<file path="src/rtl/vector_control_sequencer_if.sv">
// Fetch/sequencer handshake and registered control-word bus
// for the vector control sequencer.
interface vector_control_sequencer_if #(
   parameter int BEAT_W = 2
);
   logic              instr_valid;
   logic              instr_ready;
   logic [4:0]        opcode;
   logic [2:0]        alu_func;
   logic              stall;
   logic              flush;
   logic              ctrl_valid;
   logic [1:0]        jmp_sel;
   logic              write_register;
   logic              mem_write;
   logic              reg_write;
   logic              vcsub;
   logic [2:0]        alu_op;
   logic [1:0]        sel_opb;
   logic              sel_rs2;
   logic [1:0]        branch_sel;
   logic [1:0]        sel_opa;
   logic              sel_write_data;
   logic              write_register_vec;
   logic [BEAT_W-1:0] vec_beat;
   logic              vec_last;
   logic              illegal;

   modport master (
      output instr_valid, opcode, alu_func, stall, flush,
      input  instr_ready, ctrl_valid, jmp_sel,
      input  write_register, mem_write, reg_write, vcsub,
      input  alu_op, sel_opb, sel_rs2, branch_sel, sel_opa,
      input  sel_write_data, write_register_vec,
      input  vec_beat, vec_last, illegal
   );

   modport slave (
      input  instr_valid, opcode, alu_func, stall, flush,
      output instr_ready, ctrl_valid, jmp_sel,
      output write_register, mem_write, reg_write, vcsub,
      output alu_op, sel_opb, sel_rs2, branch_sel, sel_opa,
      output sel_write_data, write_register_vec,
      output vec_beat, vec_last, illegal
   );
endinterface

</file>
<file path="src/rtl/vector_control_sequencer.sv">
// Registered control decoder that sequences vector ops over
// VEC_BEATS lane-group beats, with stall and flush.
module vector_control_sequencer #(
   parameter int VEC_BEATS = 4,
   parameter int BEAT_W =
      $clog2(VEC_BEATS) > 0 ? $clog2(VEC_BEATS) : 1
) (
   input logic                       clk,
   input logic                       rst,
   vector_control_sequencer_if.slave bus
);
   typedef enum logic [1:0] {
      IDLE,
      SCALAR,
      VECTOR
   } state_t;

   localparam logic [BEAT_W-1:0] LAST_BEAT =
      BEAT_W'(VEC_BEATS - 1);
   localparam bit MULTI_BEAT = (VEC_BEATS > 1);

   state_t            state_q, state_d;
   logic [17:0]       word_q, word_d, dec_word, word_o;
   logic              ill_q, ill_d, dec_ill, dec_vec;
   logic [BEAT_W-1:0] beat_q, beat_d;
   logic              vec_last, accept, ctrl_valid;

   always_comb begin
      dec_word = '0;
      dec_ill  = 1'b0;
      dec_vec  = 1'b0;
      unique case (bus.opcode)
         5'b00000: dec_word = {6'b001010, bus.alu_func,
                               9'b000000000};
         5'b01000: dec_word = 18'b001010000010000000;
         5'b01001: dec_word = 18'b001010001010000000;
         5'b00010: dec_word = 18'b001000000101000000;
         5'b00011: dec_word = 18'b001000000101000100;
         5'b00100: dec_word = 18'b000100000000001000;
         5'b00101: dec_word = 18'b000100000100001010;
         5'b10000: dec_word = 18'b010000000000000000;
         5'b00110: dec_word = 18'b100000000000000000;
         5'b10001: dec_word = 18'b000000000000000000;
         5'b01010: dec_word = 18'b000000001000010000;
         5'b01011: dec_word = 18'b000000001000100000;
         5'b11000: begin
            dec_word = {6'b000010, bus.alu_func,
                        9'b000000011};
            dec_vec  = 1'b1;
         end
         5'b11110: begin
            dec_word = 18'b000011001000000011;
            dec_vec  = 1'b1;
         end
         5'b11011: begin
            dec_word = 18'b000000000100000011;
            dec_vec  = 1'b1;
         end
         5'b11101: begin
            dec_word = 18'b000100000000001100;
            dec_vec  = 1'b1;
         end
         default: dec_ill = 1'b1;
      endcase
   end

   assign ctrl_valid = (state_q != IDLE);
   assign vec_last = (state_q == SCALAR) |
                     ((state_q == VECTOR) &
                      (beat_q == LAST_BEAT));
   assign bus.instr_ready = ~rst & ~bus.stall & ~bus.flush &
                            ((state_q == IDLE) | vec_last);
   assign accept = bus.instr_valid & bus.instr_ready;

   always_comb begin
      state_d = state_q;
      word_d  = word_q;
      ill_d   = ill_q;
      beat_d  = beat_q;
      if (bus.flush) begin
         state_d = IDLE;
         word_d  = '0;
         ill_d   = 1'b0;
         beat_d  = '0;
      end else if (bus.stall) begin
         state_d = state_q;
      end else if (accept) begin
         state_d = (dec_vec && MULTI_BEAT) ? VECTOR : SCALAR;
         word_d  = dec_word;
         ill_d   = dec_ill;
         beat_d  = '0;
      end else if ((state_q == VECTOR) && !vec_last) begin
         beat_d = beat_q + BEAT_W'(1);
      end else if (state_q != IDLE) begin
         state_d = IDLE;
         word_d  = '0;
         ill_d   = 1'b0;
         beat_d  = '0;
      end
   end

   always_ff @(posedge clk) begin
      if (rst) begin
         state_q <= IDLE;
         word_q  <= '0;
         ill_q   <= 1'b0;
         beat_q  <= '0;
      end else begin
         state_q <= state_d;
         word_q  <= word_d;
         ill_q   <= ill_d;
         beat_q  <= beat_d;
      end
   end

   // Gate again on valid so no strobe can leak from stale state.
   assign word_o = ctrl_valid ? word_q : '0;

   assign bus.ctrl_valid         = ctrl_valid;
   assign bus.jmp_sel            = word_o[17:16];
   assign bus.write_register     = word_o[15];
   assign bus.mem_write          = word_o[14];
   assign bus.reg_write          = word_o[13];
   assign bus.vcsub              = word_o[12];
   assign bus.alu_op             = word_o[11:9];
   assign bus.sel_opb            = word_o[8:7];
   assign bus.sel_rs2            = word_o[6];
   assign bus.branch_sel         = word_o[5:4];
   assign bus.sel_opa            = word_o[3:2];
   assign bus.sel_write_data     = word_o[1];
   assign bus.write_register_vec = word_o[0];
   assign bus.vec_beat           = ctrl_valid ? beat_q : '0;
   assign bus.vec_last           = ctrl_valid & vec_last;
   assign bus.illegal            = ctrl_valid & ill_q;
endmodule

</file>
<file path="src/flat_wrapper.sv">
// flat-port wrapper written by rule: the top's interface ports become plain ports
module vector_control_sequencer_flat 
#(
   parameter int VEC_BEATS = 4,
   parameter int BEAT_W =
      $clog2(VEC_BEATS) > 0 ? $clog2(VEC_BEATS) : 1
)
  (clk, rst, bus_instr_valid, bus_opcode, bus_alu_func, bus_stall, bus_flush, bus_instr_ready, bus_ctrl_valid, bus_jmp_sel, bus_write_register, bus_mem_write, bus_reg_write, bus_vcsub, bus_alu_op, bus_sel_opb, bus_sel_rs2, bus_branch_sel, bus_sel_opa, bus_sel_write_data, bus_write_register_vec, bus_vec_beat, bus_vec_last, bus_illegal);
  vector_control_sequencer_if #(.BEAT_W(BEAT_W)) bus_i ();
  input logic clk;
  input logic rst;
  input wire logic [$bits(bus_i.instr_valid)-1:0] bus_instr_valid;
  input wire logic [$bits(bus_i.opcode)-1:0] bus_opcode;
  input wire logic [$bits(bus_i.alu_func)-1:0] bus_alu_func;
  input wire logic [$bits(bus_i.stall)-1:0] bus_stall;
  input wire logic [$bits(bus_i.flush)-1:0] bus_flush;
  output wire logic [$bits(bus_i.instr_ready)-1:0] bus_instr_ready;
  output wire logic [$bits(bus_i.ctrl_valid)-1:0] bus_ctrl_valid;
  output wire logic [$bits(bus_i.jmp_sel)-1:0] bus_jmp_sel;
  output wire logic [$bits(bus_i.write_register)-1:0] bus_write_register;
  output wire logic [$bits(bus_i.mem_write)-1:0] bus_mem_write;
  output wire logic [$bits(bus_i.reg_write)-1:0] bus_reg_write;
  output wire logic [$bits(bus_i.vcsub)-1:0] bus_vcsub;
  output wire logic [$bits(bus_i.alu_op)-1:0] bus_alu_op;
  output wire logic [$bits(bus_i.sel_opb)-1:0] bus_sel_opb;
  output wire logic [$bits(bus_i.sel_rs2)-1:0] bus_sel_rs2;
  output wire logic [$bits(bus_i.branch_sel)-1:0] bus_branch_sel;
  output wire logic [$bits(bus_i.sel_opa)-1:0] bus_sel_opa;
  output wire logic [$bits(bus_i.sel_write_data)-1:0] bus_sel_write_data;
  output wire logic [$bits(bus_i.write_register_vec)-1:0] bus_write_register_vec;
  output wire logic [$bits(bus_i.vec_beat)-1:0] bus_vec_beat;
  output wire logic [$bits(bus_i.vec_last)-1:0] bus_vec_last;
  output wire logic [$bits(bus_i.illegal)-1:0] bus_illegal;
  assign bus_i.instr_valid = bus_instr_valid;
  assign bus_i.opcode = bus_opcode;
  assign bus_i.alu_func = bus_alu_func;
  assign bus_i.stall = bus_stall;
  assign bus_i.flush = bus_flush;
  assign bus_instr_ready = bus_i.instr_ready;
  assign bus_ctrl_valid = bus_i.ctrl_valid;
  assign bus_jmp_sel = bus_i.jmp_sel;
  assign bus_write_register = bus_i.write_register;
  assign bus_mem_write = bus_i.mem_write;
  assign bus_reg_write = bus_i.reg_write;
  assign bus_vcsub = bus_i.vcsub;
  assign bus_alu_op = bus_i.alu_op;
  assign bus_sel_opb = bus_i.sel_opb;
  assign bus_sel_rs2 = bus_i.sel_rs2;
  assign bus_branch_sel = bus_i.branch_sel;
  assign bus_sel_opa = bus_i.sel_opa;
  assign bus_sel_write_data = bus_i.sel_write_data;
  assign bus_write_register_vec = bus_i.write_register_vec;
  assign bus_vec_beat = bus_i.vec_beat;
  assign bus_vec_last = bus_i.vec_last;
  assign bus_illegal = bus_i.illegal;
  vector_control_sequencer #(.VEC_BEATS(VEC_BEATS), .BEAT_W(BEAT_W)) u_core (.clk(clk), .rst(rst), .bus(bus_i));
endmodule
</file>
<file path="config.mk">
export PLATFORM = sky130hd
export DESIGN_NAME = vector_control_sequencer_flat
export DESIGN_NICKNAME = d
export VERILOG_FILES = /design/src/rtl/vector_control_sequencer_if.sv /design/src/rtl/vector_control_sequencer.sv /design/src/flat_wrapper.sv
export SDC_FILE = /design/constraint.sdc
export NUM_CORES = 1
export LEC_CHECK = 0
export ABC_AREA = 1
export ABC_CLOCK_PERIOD_IN_PS = 1440
export CAP_MARGIN = 10
export CORE_MARGIN = 2
export CORE_UTILIZATION = 43
export CTS_CLUSTER_DIAMETER = 40
export DETAILED_ROUTE_END_ITERATION = 7
export GPL_ROUTABILITY_DRIVEN = 0
export PLACE_DENSITY = 0.8
export SYNTH_ARGS = -nofsm -noshare
export SYNTH_HDL_FRONTEND = slang
export SYNTH_SLANG_ARGS = --single-unit
</file>
<file path="constraint.sdc">
create_clock -name clk -period 1.44 [get_ports clk]
set_clock_uncertainty 0.2 [all_clocks]
set_input_delay 0.288 -clock clk [delete_from_list [all_inputs] [get_ports clk]]
set_output_delay 0.288 -clock clk [all_outputs]
set_load 0.005 [all_outputs]
</file>
== After elaboration in Yosys (flattened, before gate mapping) ==
Index checks and enable logic that the tools add are counted.
Word-level totals
  register bits: 23
  bits of input ports: 13
  output and inout port bits: 24
  logic and storage cells: 65
Cells by class
  $add $sub $neg: 1
  equal/unequal tests: 19
  multiplexer cells: 17
  bitwise operators: 12
  reduce and logical (&&, ||, !) cells: 12
Operators with widths (count)
  18-bit one-hot mux with 15 select lines: 1
  18-bit two-way mux: 4
  5-bit == test (second input constant): 6
  5-bit by 4-bit == test with 1-bit output (second input constant): 4
  16-bit OR reduction: 1
  5-bit by 3-bit == test with 1-bit output (second input constant): 3
  2-bit two-way mux: 7
  5-bit by 2-bit == test with 1-bit output (second input constant): 2
  1-bit AND: 7
  5-bit zero test: 1
  1-bit two-way mux: 5
  2-bit == test (second input constant): 2
  2-bit nonzero test: 2
  4-bit OR reduction: 1
  1-bit NOT: 3
  3-bit AND reduction: 1
  3-bit nonzero test: 1
  2-bit by 1-bit adder with 2-bit output (second input constant): 1
  2-bit by 1-bit == test with 1-bit output (second input constant): 1
  2-bit zero test: 1
  2-bit by 1-bit != test with 1-bit output (second input constant): 1
  1-bit OR: 2
  2-bit AND reduction: 1
  2-bit OR reduction: 1
  2 further kinds: 2

== Depth between registers and ports, before layout ==
Gate-level depths: netlist (run 1).
  word-level depth: 8
  depth in mapped cells: 9

== Worst setup path after synthesis (run 1) ==
Ideal clock, no wire load.
  path kind: register to output
  start point: register u_core.state_q[1]
  end point: output bus_sel_opa[1]
  data arrival time: 1109 ps
  required time: 952 ps
  slack: -157 ps
  cell stages (with the launch flop): 7
  path buffers: 2
  cell sequence: dfxtp_1 -> inv_1 -> nand2_1 -> inv_1 -> clkbuf_1 -> nor2_1 -> buf_4
On the way
  longest elaborated chain between the ends: 2
RTL lines
  from (decl): line vector_control_sequencer.sv:22  | state_t state_q, state_d;
  from (signal assigned): line vector_control_sequencer.sv:109  | state_q <= state_d;
  2-bit nonzero test: line vector_control_sequencer.sv:67  | assign ctrl_valid = (state_q != IDLE);
  via bus_ctrl_valid: line flat_wrapper.sv:18  | output wire logic [$bits(bus_i.ctrl_valid)-1:0] bus_ctrl_valid;
  18-bit two-way mux: line vector_control_sequencer.sv:117  | assign word_o = ctrl_valid ? word_q : '0;
  to (decl): line flat_wrapper.sv:28  | output wire logic [$bits(bus_i.sel_opa)-1:0] bus_sel_opa;
The timed path passes the listed nets, and every way through them passes these cells.

== Worst setup path in the final report (run 1) ==
  start point: register u_core.state_q[0]
  end point: register u_core.word_q[1]
On the way
  longest elaborated chain between the ends: 8
RTL lines
  2-bit == test: line vector_control_sequencer.sv:69, vector_control_sequencer.sv:92
  1-bit AND: line vector_control_sequencer.sv:69  | ((state_q == VECTOR) &
  1-bit OR: line vector_control_sequencer.sv:68  | assign vec_last = (state_q == SCALAR) |
  1-bit OR: line vector_control_sequencer.sv:72  | ((state_q == IDLE) | vec_last);
  1-bit AND: line vector_control_sequencer.sv:71  | assign bus.instr_ready = ~rst & ~bus.stall & ~bus.flush &
  1-bit AND: line vector_control_sequencer.sv:73  | assign accept = bus.instr_valid & bus.instr_ready;
  2-bit by 1-bit != test with 1-bit output (no source line) or 2-bit nonzero test (tied branches)
  3-bit AND reduction (no source line)
  to (signal assigned): line vector_control_sequencer.sv:110  | word_q <= word_d;
  to (decl): line vector_control_sequencer.sv:23  | logic [17:0] word_q, word_d, dec_word, word_o;
Parallel ways exist; a longest one is shown, timed or not.
A chain may end at the register's enable or synchronous reset.

==> summary.txt, run 1 <==
Logic synthesis
  • Average instance area after synthesis: 6.56 sq um
  • Number of different library cells in the post-synthesis netlist: 25
  • Cell types with the largest area share after synthesis: sky130_fd_sc_hd__dfxtp_1 (32%), sky130_fd_sc_hd__inv_1 (9.4%), sky130_fd_sc_hd__nand2_1 (9.4%)
  • Commonest cells post-synth: sky130_fd_sc_hd__inv_1 (35), sky130_fd_sc_hd__nand2_1 (35), sky130_fd_sc_hd__nor2_1 (33)
  • Top-area cell type share of the netlist area: 31.5%
  • Flip-flop and latch count after synthesis: 22
  • Warnings from Yosys: 0
  • Portion of the post-synthesis area used by sequential elements: 31.5%
  • Synthesized net count: 227
  • Largest area contributor in the synthesized netlist: sky130_fd_sc_hd__dfxtp_1
  • Number of instances in the synthesized netlist: 213
  • FFs w/ async S/R, synth: 0%
  • EDFF count, synth: 0
  • Leading register cell type out of synthesis: sky130_fd_sc_hd__dfxtp_1
  • Cell Area, Synth: 1400 sq um

CTS
  • Clk Latency, worst-skew pair: 0.31 ns
  • Clock buffer count from CTS: 3
  • Largest buffer count on any clock path: 2
  • CTS tree: built
  • Number of hold buffers added after CTS: 0
  • CTS sink count: 22
  • Worst-path clk slew: 0.12 ns
  • H-tree depth reported by CTS: 1
  • Buffer cell driving the clock tree root: sky130_fd_sc_hd__clkbuf_4

STA
  • Final hold slack: 0.250 ns
  • Worst-case setup margin in the final layout: -0.262 ns
  • RSZ-0062 raised after global routing: yes
  • Summed negative setup slack over all endpoints: -10.37 ns
  • Count of final max-slew check failures: 0
  • Achievable clock frequency: 587 MHz
  • Slew HR: 74.8%
  • Count of final setup violators: 46
  • Worst Max-Slew Pin Slew: 0.378 ns
  • Final hold violation count: 0
  • Min cycle time layout: 1.70 ns
  • Share of the cycle needed by the critical path after routing: 118%

Route
  • Average vias per placed instance: 4.94
  • Wire length reported by the detailed router: 4.78 mm
  • Count of nets left with antenna violations after detail routing: 0
  • Number of optimization iterations in the first detailed-route pass: 4
  • Wire length per cell: 14.3 microns
  • Vias after detailed routing: 1655
  • Post-route DRC violation count: 0
  • Violation count after the first detailed-route iteration: 41

Cells and area
  • Total of fill cells in the finished design: 230
  • Core occupancy in the finished layout: 75.1%
  • Area grow syn2layout: 65.4%
  • Post-route cell area: 2310 sq um
  • Fraction of final layout cells with drive strength greater than 1: 51.2%
  • Number of diodes: 0
  • Total Nets Final: 307

Floorplanning
  • Die width: 61.0 microns
  • Effective utilization at floorplan: 45.4%
  • Die height: 61.0 microns
  • Row Count: 20
  • Count of boundary I/O pins: 37
  • Placeable Area: 3080 sq um
  • DIE AREA: 3720 sq um

Global route
  • Global-route wire length before repair: 6.66 mm
  • Most Used Layer, Global Route: met2
  • Total GRT Usage: 24.5%
  • GRT met2 Usage: 41.5%
  • Initial antenna violation count: 0
  • Pin count of the biggest net entering global routing: 22
  • Number of global-route vias before repair: 1491
  • Met1 routing resource usage after global routing: 30.1%
  • Met3 track utilization from global routing: 4.20%
  • Global route total overflow: 0

Power
  • Leak Pwr: 0.000959 uW
  • Largest vdd supply drop: 0.000322 V
  • Sum of internal, switching and leakage power: 1110 uW
  • Pwr dens: 481 nW/um^2

Critical path
  • Type of destination of the critical path: flop
  • Largest fanout of any net on the critical path: 18
  • Worst endpoint data arrival time: 1.76 ns
  • Category of the most critical setup path: reg -> reg
  • Required arrival time at the worst endpoint: 1.49 ns
  • Crit path launch type: flop

Outcome
  • Failing checks: setup timing
  • Status: finished with violations

Placement
  • Number of buffers added on ports: 36
  • Placed Instance Area: 2050 sq um
  • Final HPWL from detailed placement: 2.67 mm

Hold path
  • Worst hold path type: in -> reg

Job
  • Max capacitance violation total: 0
[where the power goes]
| part | switching, uW | leakage [uW] | internal [uW] | total, uW |
|---|---|---|---|---|
| Sequential | 1.24 | 0.000179 | 610 | 611 |
| Combinational | 122 | 0.000766 | 90.5 | 212 |
| Clock | 189 | 0.0000138 | 98.0 | 287 |
| Total | 312 | 0.000959 | 799 | 1110 |
[cells by family (layout without fill, tap and decap cells)]
family / count (synthesis) / count (layout) / share of synthesized area [%]
AOI/OAI and AO/OA: 32 / 32 / 14.3
DFF: 22 / 22 / 31.5
buffers and inverters: 47 / 122 / 14.9
adders and majority gates: 1 / 1 / 0.895
and+or+nand+nor: 111 / 114 / 38.4
[layout make-up]
| type | count | area (sq um) | area share, % |
|---|---|---|---|
| flip-flops and latches | 22 | 445 | 19.3 |
| clock buffers | 3 | 22.5 | 0.975 |
| inverters | 38 | 155 | 6.71 |
| repair buffers | 81 | 623 | 27.0 |
| multi-input cells | 147 | 1010 | 43.7 |
| well taps | 44 | 55.1 | 2.38 |
[path summary, 6_finish.rpt]
check                                          to  slack [ns]  depth (start not counted)               from
worst min-delay path            u_core.word_q[12]        0.25                          5      bus_opcode[3]
worst min register to register   u_core.word_q[0]        0.28                          2   u_core.word_q[0]
worst max register to register   u_core.word_q[1]       -0.26                          9  u_core.state_q[0]
worst max-delay path             u_core.word_q[1]       -0.26                          9  u_core.state_q[0]
[layout by cell type, fill, tap and decap left out, types with 4 or more instances in the layout]
cell type                         synthesis  routed
sky130_fd_sc_hd__nand2_8                  1       5
sky130_fd_sc_hd__nand2_2                 11      11
sky130_fd_sc_hd__buf_4                    1      36
sky130_fd_sc_hd__a21oi_1                 14      11
sky130_fd_sc_hd__inv_1                   35      33
sky130_fd_sc_hd__buf_6                    1       8
sky130_fd_sc_hd__nor2_1                  33      16
sky130_fd_sc_hd__dlygate4sd2_1            0       4
sky130_fd_sc_hd__nand2_4                  3      13
sky130_fd_sc_hd__dfxtp_2                  0       4
sky130_fd_sc_hd__nand2_1                 35      24
sky130_fd_sc_hd__buf_2                    2      23
sky130_fd_sc_hd__clkdlybuf4s50_1          0       7
sky130_fd_sc_hd__o21ai_0                  7       6
sky130_fd_sc_hd__dfxtp_1                 22      18
sky130_fd_sc_hd__nor2_2                   3      15
sky130_fd_sc_hd__nand3_1                 21      18
sky130_fd_sc_hd__a21oi_2                 10      13
sky130_fd_sc_hd__nor2_4                   0       5
[per-stage QoR]
step | instances | setup WS (ns)
floorplan | 213 | -0.0159
global placement | 321 | -0.528
detailed placement | 321 | -0.579
CTS | 335 | -0.200
global route | 335 | -0.334
finish | 335 | -0.262
[critical path: stages, from the launching register on]
cell and delay, ns:
sky130_fd_sc_hd__dfxtp_2 0.35, sky130_fd_sc_hd__inv_2 0.09, sky130_fd_sc_hd__buf_6 0.13, sky130_fd_sc_hd__buf_6 0.10
sky130_fd_sc_hd__nand2_4 0.05, sky130_fd_sc_hd__nand2_4 0.08, sky130_fd_sc_hd__nand3_4 0.16, sky130_fd_sc_hd__clkinv_4 0.17
sky130_fd_sc_hd__o21ai_0 0.15, sky130_fd_sc_hd__a21oi_1 0.16
[sequential cells by signal (all words and copies together), names as in the netlist]
register / cells
u_core.state_q: 2
u_core.ill_q: 1
u_core.beat_q: 2
u_core.word_q: 17
[what timing repair did]
action                                  4_1_cts  5_1_grt
pin swaps                                    14        4
endpoints found under the setup margin       44       46
setup buffers                                 6        1
gates cloned                                  5        0
resized for setup                           143       33
[metal layers]
| metal | routed length [microns] | up-vias |
|---|---|---|
| li1 | - | 819 |
| met1 | 1900 | 756 |
| met2 | 2480 | 60 |
| met3 | 223 | 20 |
| met4 | 180 | 0 |
| met5 | 0 | - |
No activity file was read; power rests on OpenSTA's default activity.
==> inputs of run 2 (changes only) <==
SLEW_MARGIN = 20   (was unset)
==> results of run 2 <==
No change in the layout: final DEF, timing and power equal those of run 1.
==> inputs of run 3 (changes only) <==
CORE_ASPECT_RATIO = 1.25   (was unset)
==> summary.txt, run 3 (synthesis gave the netlist of run 1 again) <==
Outcome
  • Status: finished with violations
  • Failing checks: setup timing

CTS
  • CTS tree: built
  • Clk Latency, worst-skew pair: 0.26 ns (-0.05 ns)
  • CTS sink count: 22 (unchanged)
  • Clock buffer count from CTS: 3 (unchanged)
  • Buffer cell driving the clock tree root: sky130_fd_sc_hd__clkbuf_8
  • H-tree depth reported by CTS: 1 (unchanged)
  • Worst-path clk slew: 0.09 ns (-0.03 ns)
  • Largest buffer count on any clock path: 2 (unchanged)

Hold path
  • Source of the worst hold timing path: rst
  • Worst hold path type: in -> reg
  • Worst hold path depth: 4 (-1)

Floorplanning
  • Count of boundary I/O pins: 37 (unchanged)
  • Die height: 67.7 microns (+11%)
  • DIE AREA: 3730 sq um (about the same)
  • Placeable Area: 3170 sq um (+2.8%)
  • Effective utilization at floorplan: 44.2% (-1.3 points)
  • Die width: 55.0 microns (-9.9%)
  • Row Count: 23 (+15%)

Power
  • Pwr dens: 583 nW/um^2 (+21%)
  • Leak Pwr: 0.000967 uW (+0.84%)
  • Largest vdd supply drop: 0.000521 V (+62%)
  • Sum of internal, switching and leakage power: 1410 uW (+27%)

STA
  • Summed negative setup slack over all endpoints: -6.53 ns (+3.84 ns)
  • Count of final max-slew check failures: 0 (unchanged)
  • Min cycle time layout: 1.68 ns (-0.0204 ns)
  • Worst-case setup margin in the final layout: -0.242 ns (+0.0204 ns)
  • Final hold violation count: 0 (unchanged)
  • Count of final setup violators: 44 (-4.3%)
  • Achievable clock frequency: 595 MHz (+1.2%)
  • RSZ-0062 raised after global routing: yes
  • Worst Max-Slew Pin Slew: 0.361 ns (-0.0172 ns)
  • Slew HR: 75.9% (+1.1 points)
  • Final hold slack: 0.234 ns (-0.0161 ns)
  • Share of the cycle needed by the critical path after routing: 117% (-1.4 points)

Cells and area
  • Fraction of final layout cells with drive strength greater than 1: 56.4% (+5.2 points)
  • Count of placed standard cells in the final layout, fillers left out: 324 (-3.3%)
  • Number of diodes: 0 (unchanged)
  • Total Nets Final: 302 (-1.6%)
  • Top reg by flops: u_core.word_q
  • Flip-flop count of the largest register after layout: 17 (unchanged)
  • Total of fill cells in the finished design: 208 (-9.6%)
  • Most frequent cells in the layout: sky130_fd_sc_hd__buf_4 (33), sky130_fd_sc_hd__inv_1 (32), sky130_fd_sc_hd__buf_2 (22), sky130_fd_sc_hd__nand2_1 (21)
  • Area of combinational cells with multiple inputs: 1100 sq um (+8.7%)
  • Most common cell after layout, fill and taps aside: sky130_fd_sc_hd__buf_4
  • FF/Latch Area: 445 sq um (unchanged)
  • Largest registers ranked by flip-flop count: u_core.word_q: 17 flops, u_core.beat_q: 2 flops, u_core.state_q: 2 flops
  • Area grow syn2layout: 72.6%

Placement
  • Final HPWL from detailed placement: 2.53 mm (-5.4%)
  • Post-placement cell count: 311 (-3.1%)
  • Number of buffers added on ports: 36 (unchanged)
  • Setup slack after placement: -0.568 ns (+0.0104 ns)

Global route
  • Global route total overflow: 0 (unchanged)
  • Initial antenna violation count: 0 (unchanged)
  • Global-route wire length before repair: 6.45 mm (-3.1%)
  • Number of global-route vias before repair: 1531 (+2.7%)
  • Pin count of the biggest net entering global routing: 22 (unchanged)
  • Total GRT Usage: 23.5% (-0.94 points)

Critical path
  • Crit path launch type: flop
  • Required arrival time at the worst endpoint: 0.95 ns (-0.54 ns)
  • Cells traversed along the worst timing path: inv_2, nand2_4, inv_8, buf_8, nor2_1, buf_2
  • RR Endpoint: u_core.word_q[1]
  • Largest fanout of any net on the critical path: 8 (-10)
  • Category of the most critical setup path: reg -> out
  • Timing endpoint of the critical path: bus_sel_write_data
  • First element of the critical path: u_core.state_q[1]
  • Worst endpoint data arrival time: 1.19 ns (-0.57 ns)
  • Startpoint of the lowest-slack register-to-register path: u_core.beat_q[0]
  • Cell with the biggest individual delay on the critical path: sky130_fd_sc_hd__dfxtp_2
  • Type of destination of the critical path: primary output
  • Reg2Reg Setup Slack: -0.15 ns (+0.11 ns)
  • Highest cell delay on the worst timing path: 0.35 ns (about the same)
  • Worst reg-to-reg path cell count: 8 (-1)

Job
  • Max capacitance violation total: 0 (unchanged)

Route
  • Wire length per cell: 14.4 microns (+1.0%)
  • Number of optimization iterations in the first detailed-route pass: 4 (unchanged)
  • Average vias per placed instance: 5.16 (+4.5%)
  • Post-route DRC violation count: 0 (unchanged)
  • Vias after detailed routing: 1673 (+1.1%)
  • Wire length reported by the detailed router: 4.67 mm (-2.3%)
  • Violation count after the first detailed-route iteration: 49 (+20%)
  • Count of nets left with antenna violations after detail routing: 0 (unchanged)
## run 3: changes by cell type in the layout (fill, tap and decap cells not counted), moves of 2 or more
| cell | change |
|---|---|
| sky130_fd_sc_hd__nor2_1 | -5 |
| sky130_fd_sc_hd__nor2_4 | +5 |
| sky130_fd_sc_hd__a21oi_1 | -4 |
| sky130_fd_sc_hd__a21oi_2 | +4 |
| sky130_fd_sc_hd__buf_4 | -3 |
| sky130_fd_sc_hd__clkbuf_2 | +3 |
| sky130_fd_sc_hd__clkbuf_4 | -3 |
| sky130_fd_sc_hd__clkbuf_8 | +3 |
| sky130_fd_sc_hd__clkdlybuf4s50_1 | -3 |
| sky130_fd_sc_hd__nand2_1 | -3 |
| sky130_fd_sc_hd__buf_6 | -2 |
| sky130_fd_sc_hd__clkdlybuf4s15_1 | +2 |
| sky130_fd_sc_hd__inv_2 | +2 |
| sky130_fd_sc_hd__nand2_4 | +2 |
## run 3: critical path: cells and delay by family (launching register included)
family	cells	cell delay, ns
buffers and inverters	4	0.37
and+or+nand+nor	2	0.20
DFF	1	0.35
## run 3: cell type report
class | instances | area share [%]
inverters | 38 | 6.74
multi-input cells | 147 | 45.5
well taps | 37 | 1.92
repair buffers | 76 | 24.4
clock buffers | 3 | 1.71
clock inverters | 1 | 1.24
flip-flops and latches | 22 | 18.5
## run 3: layer usage
layer	track usage, %	wire (microns)
met1	25.8	1830
met2	44.3	2550
met3	1.55	177
met4	10.4	118
met5	0	0
## run 3: report_power, final
part / switching (uW) / leakage (uW) / internal [uW]
Sequential: 1.30 / 0.000179 / 609
Clock: 213 / 0.0000357 / 371
Combinational: 125 / 0.000752 / 85.9
## run 3: worst min path at each step
| stage | endpoint |
|---|---|
| 5_1_grt | u_core.word_q[4] |
| 3_3_place_gp | u_core.word_q[15] |
| 2_1_floorplan | u_core.state_q[0] |
| 3_5_place_dp | u_core.word_q[1] |
| 6_report | u_core.beat_q[0] |
| 4_1_cts | u_core.word_q[0] |
## run 3: stage by stage
| step | cell area [sq um] | utilization [%] |
|---|---|---|
| 2_1_floorplan | 1420 | - |
| 3_3_place_gp | 2030 | 64.1 |
| 3_5_place_dp | 2030 | 64.1 |
| 4_1_cts | 2200 | 69.4 |
| 5_1_grt | 2410 | 76.2 |
| 6_report | 2410 | 76.2 |
## run 3: repair_timing
| action | CTS | global route |
|---|---|---|
| cloned | 3 | 1 |
| buffers inserted | 5 | 1 |
| setup endpoints to repair | 45 | 46 |
| pin swaps | 8 | 8 |
| hold buffers | 0 | 0 |
| resized for setup | 142 | 64 |
==> variant, RTL diff (settings of run 2) <==
Take the reset off `word_q` and load it in a clocked block of its own.
--- a/src/rtl/vector_control_sequencer.sv
+++ b/src/rtl/vector_control_sequencer.sv
@@ -102,15 +102,17 @@
    always_ff @(posedge clk) begin
       if (rst) begin
          state_q <= IDLE;
-         word_q  <= '0;
          ill_q   <= 1'b0;
          beat_q  <= '0;
       end else begin
          state_q <= state_d;
-         word_q  <= word_d;
          ill_q   <= ill_d;
          beat_q  <= beat_d;
       end
+   end
+
+   always_ff @(posedge clk) begin
+      word_q <= word_d;
    end
 
    // Gate again on valid so no strobe can leak from stale state.
Function: same outputs for any inputs over 10 cycles, from zero or initial values; that may be too few to reach the edited logic, so the function may still have changed.
==> variant against run 2 <==
The run still ends with setup timing left. Wire length is 0.42% higher. Worst setup slack worse by 100 ps. Register-to-register slack lost 98 ps. Sequential cell count stayed put. Global-route usage rose by 0.78 points. Cell area is 0.43% higher. Final cell count rose by 0.90%. Clock power increased by 75%. Synthesized area down 2.7%. Total power increased by 20%. Count of clock-buffer cells in the layout stayed put. Largest power group unchanged.
==> variant: results <==
outcome:
  status: "finished with violations"
  violations: "setup timing"
critical_path:
  reg2reg_depth: 10
  r2r_setup_slack_ps: -360
  worst_r2r_endpoint: "u_core.word_q[5]"
  cp_max_fo: 4
  arrival_ps: 1320
  reg2reg_from: "u_core.beat_q[0]"
hold_path:
  whs_endpoint: "u_core.word_q[9]"
  min_from: "u_core.word_q[9]"
  hp-class: "flip-flop to flip-flop"
  whs_path_depth: 2
grt:
  grt_use_met2_pct: 42.4
  grt_max_degree: 18
  grt_usage_pct: 25.3
  grt_pass1_vias: 1473
  grtUsageMet3_pct: 2.81
  use_met1_pct: 31.2
routing:
  num_vias: 1685
  drt-met1-wl_mm: 1.82
  wl_mm: 4.80
  wl_met2_mm: 2.45
  routedWlPerCell_um: 14.2
  initialDrtViolationCount: 94
yosys:
  synth_fp_nets: 223
  synthArstFlopShare_pct: 0
  yosys-top-cells-count: "nand2_1, nor2_1, inv_1"
  seq_area_frac_synth_pct: 32.4
  synth.avg_cell_area_um2: 6.51
  synth.area.top_cells: "dfxtp_1, nand2_1, nor2_1, inv_1, nand3_1"
layout:
  drive_above_1_share_pct: 52.7
  nets: 309
  fill_cells: 216
placed_design:
  dp_cells: 318
  dp.final_hpwl_mm: 2.53
clock_network:
  clk_latency_ps: 340
  post_cts_resized: 137
  cts_setup_buffers: 11
sta:
  fin_tns_setup_ps: -13810
  hold_ws_ps: 282
  finalSetupViolCount: 46
  relSlewSlack_pct: 78.9
  setup_slack_ps: -367
power_and_ir_drop:
  ir_drop_v: 0.000362
[variant: report_power, final]
part	switching, mW	internal (mW)	total (mW)
Clock	0.219	0.282	0.501
Combinational	0.119	0.101	0.221
Sequential	0.00224	0.608	0.610
Total	0.340	0.992	1.33
[variant: stage by stage]
step,setup slack [ps],cell area [um^2]
after CTS,-309,2200
final,-367,2320
after floorplan,-66.2,1400
after global placement,-597,2030
after global routing,-418,2320
after detailed placement,-620,2030
[variant: how the worst max path moves through the flow]
stage	cells after the start	startpoint	endpoint	slack, ps
6_report	6	u_core.state_q[0]	bus_instr_ready	-370
3_5_place_dp	5	bus_flush	bus_instr_ready	-620
3_3_place_gp	5	bus_flush	bus_instr_ready	-600
4_1_cts	6	u_core.state_q[0]	bus_instr_ready	-310
5_1_grt	6	u_core.state_q[0]	bus_instr_ready	-420
2_1_floorplan	10	bus_flush	u_core.word_q[0]	-70
[variant: area by class of cell]
class | instances | area (um^2) | area share, %
multi-input combinational | 145 | 911 | 39.2
timing repair buffer | 87 | 696 | 30.0
sequential | 22 | 450 | 19.4
inverter | 35 | 145 | 6.25
tap | 44 | 55.1 | 2.37
clock inverter | 1 | 30.0 | 1.29
clock buffer | 3 | 22.5 | 0.970
timing repair inverter | 1 | 11.3 | 0.485
[variant: logic make-up after synthesis]
family                   Yosys count  synth area share (%)
flip-flops                        22                  32.4
AND/OR/NAND/NOR                  115                  39.4
adder cells (fa/ha/maj)            1                 0.920
buffers and inverters             42                  13.1
AO/OA/AOI/OAI                     29                  14.3
[variant: critical path, stage by stage (launching register included)]
cell,delay (ps)
dfxtp_4,390
buf_6,120
inv_4,50
nand2_4,50
nand2_4,90
nor3b_2,150
buf_2,130
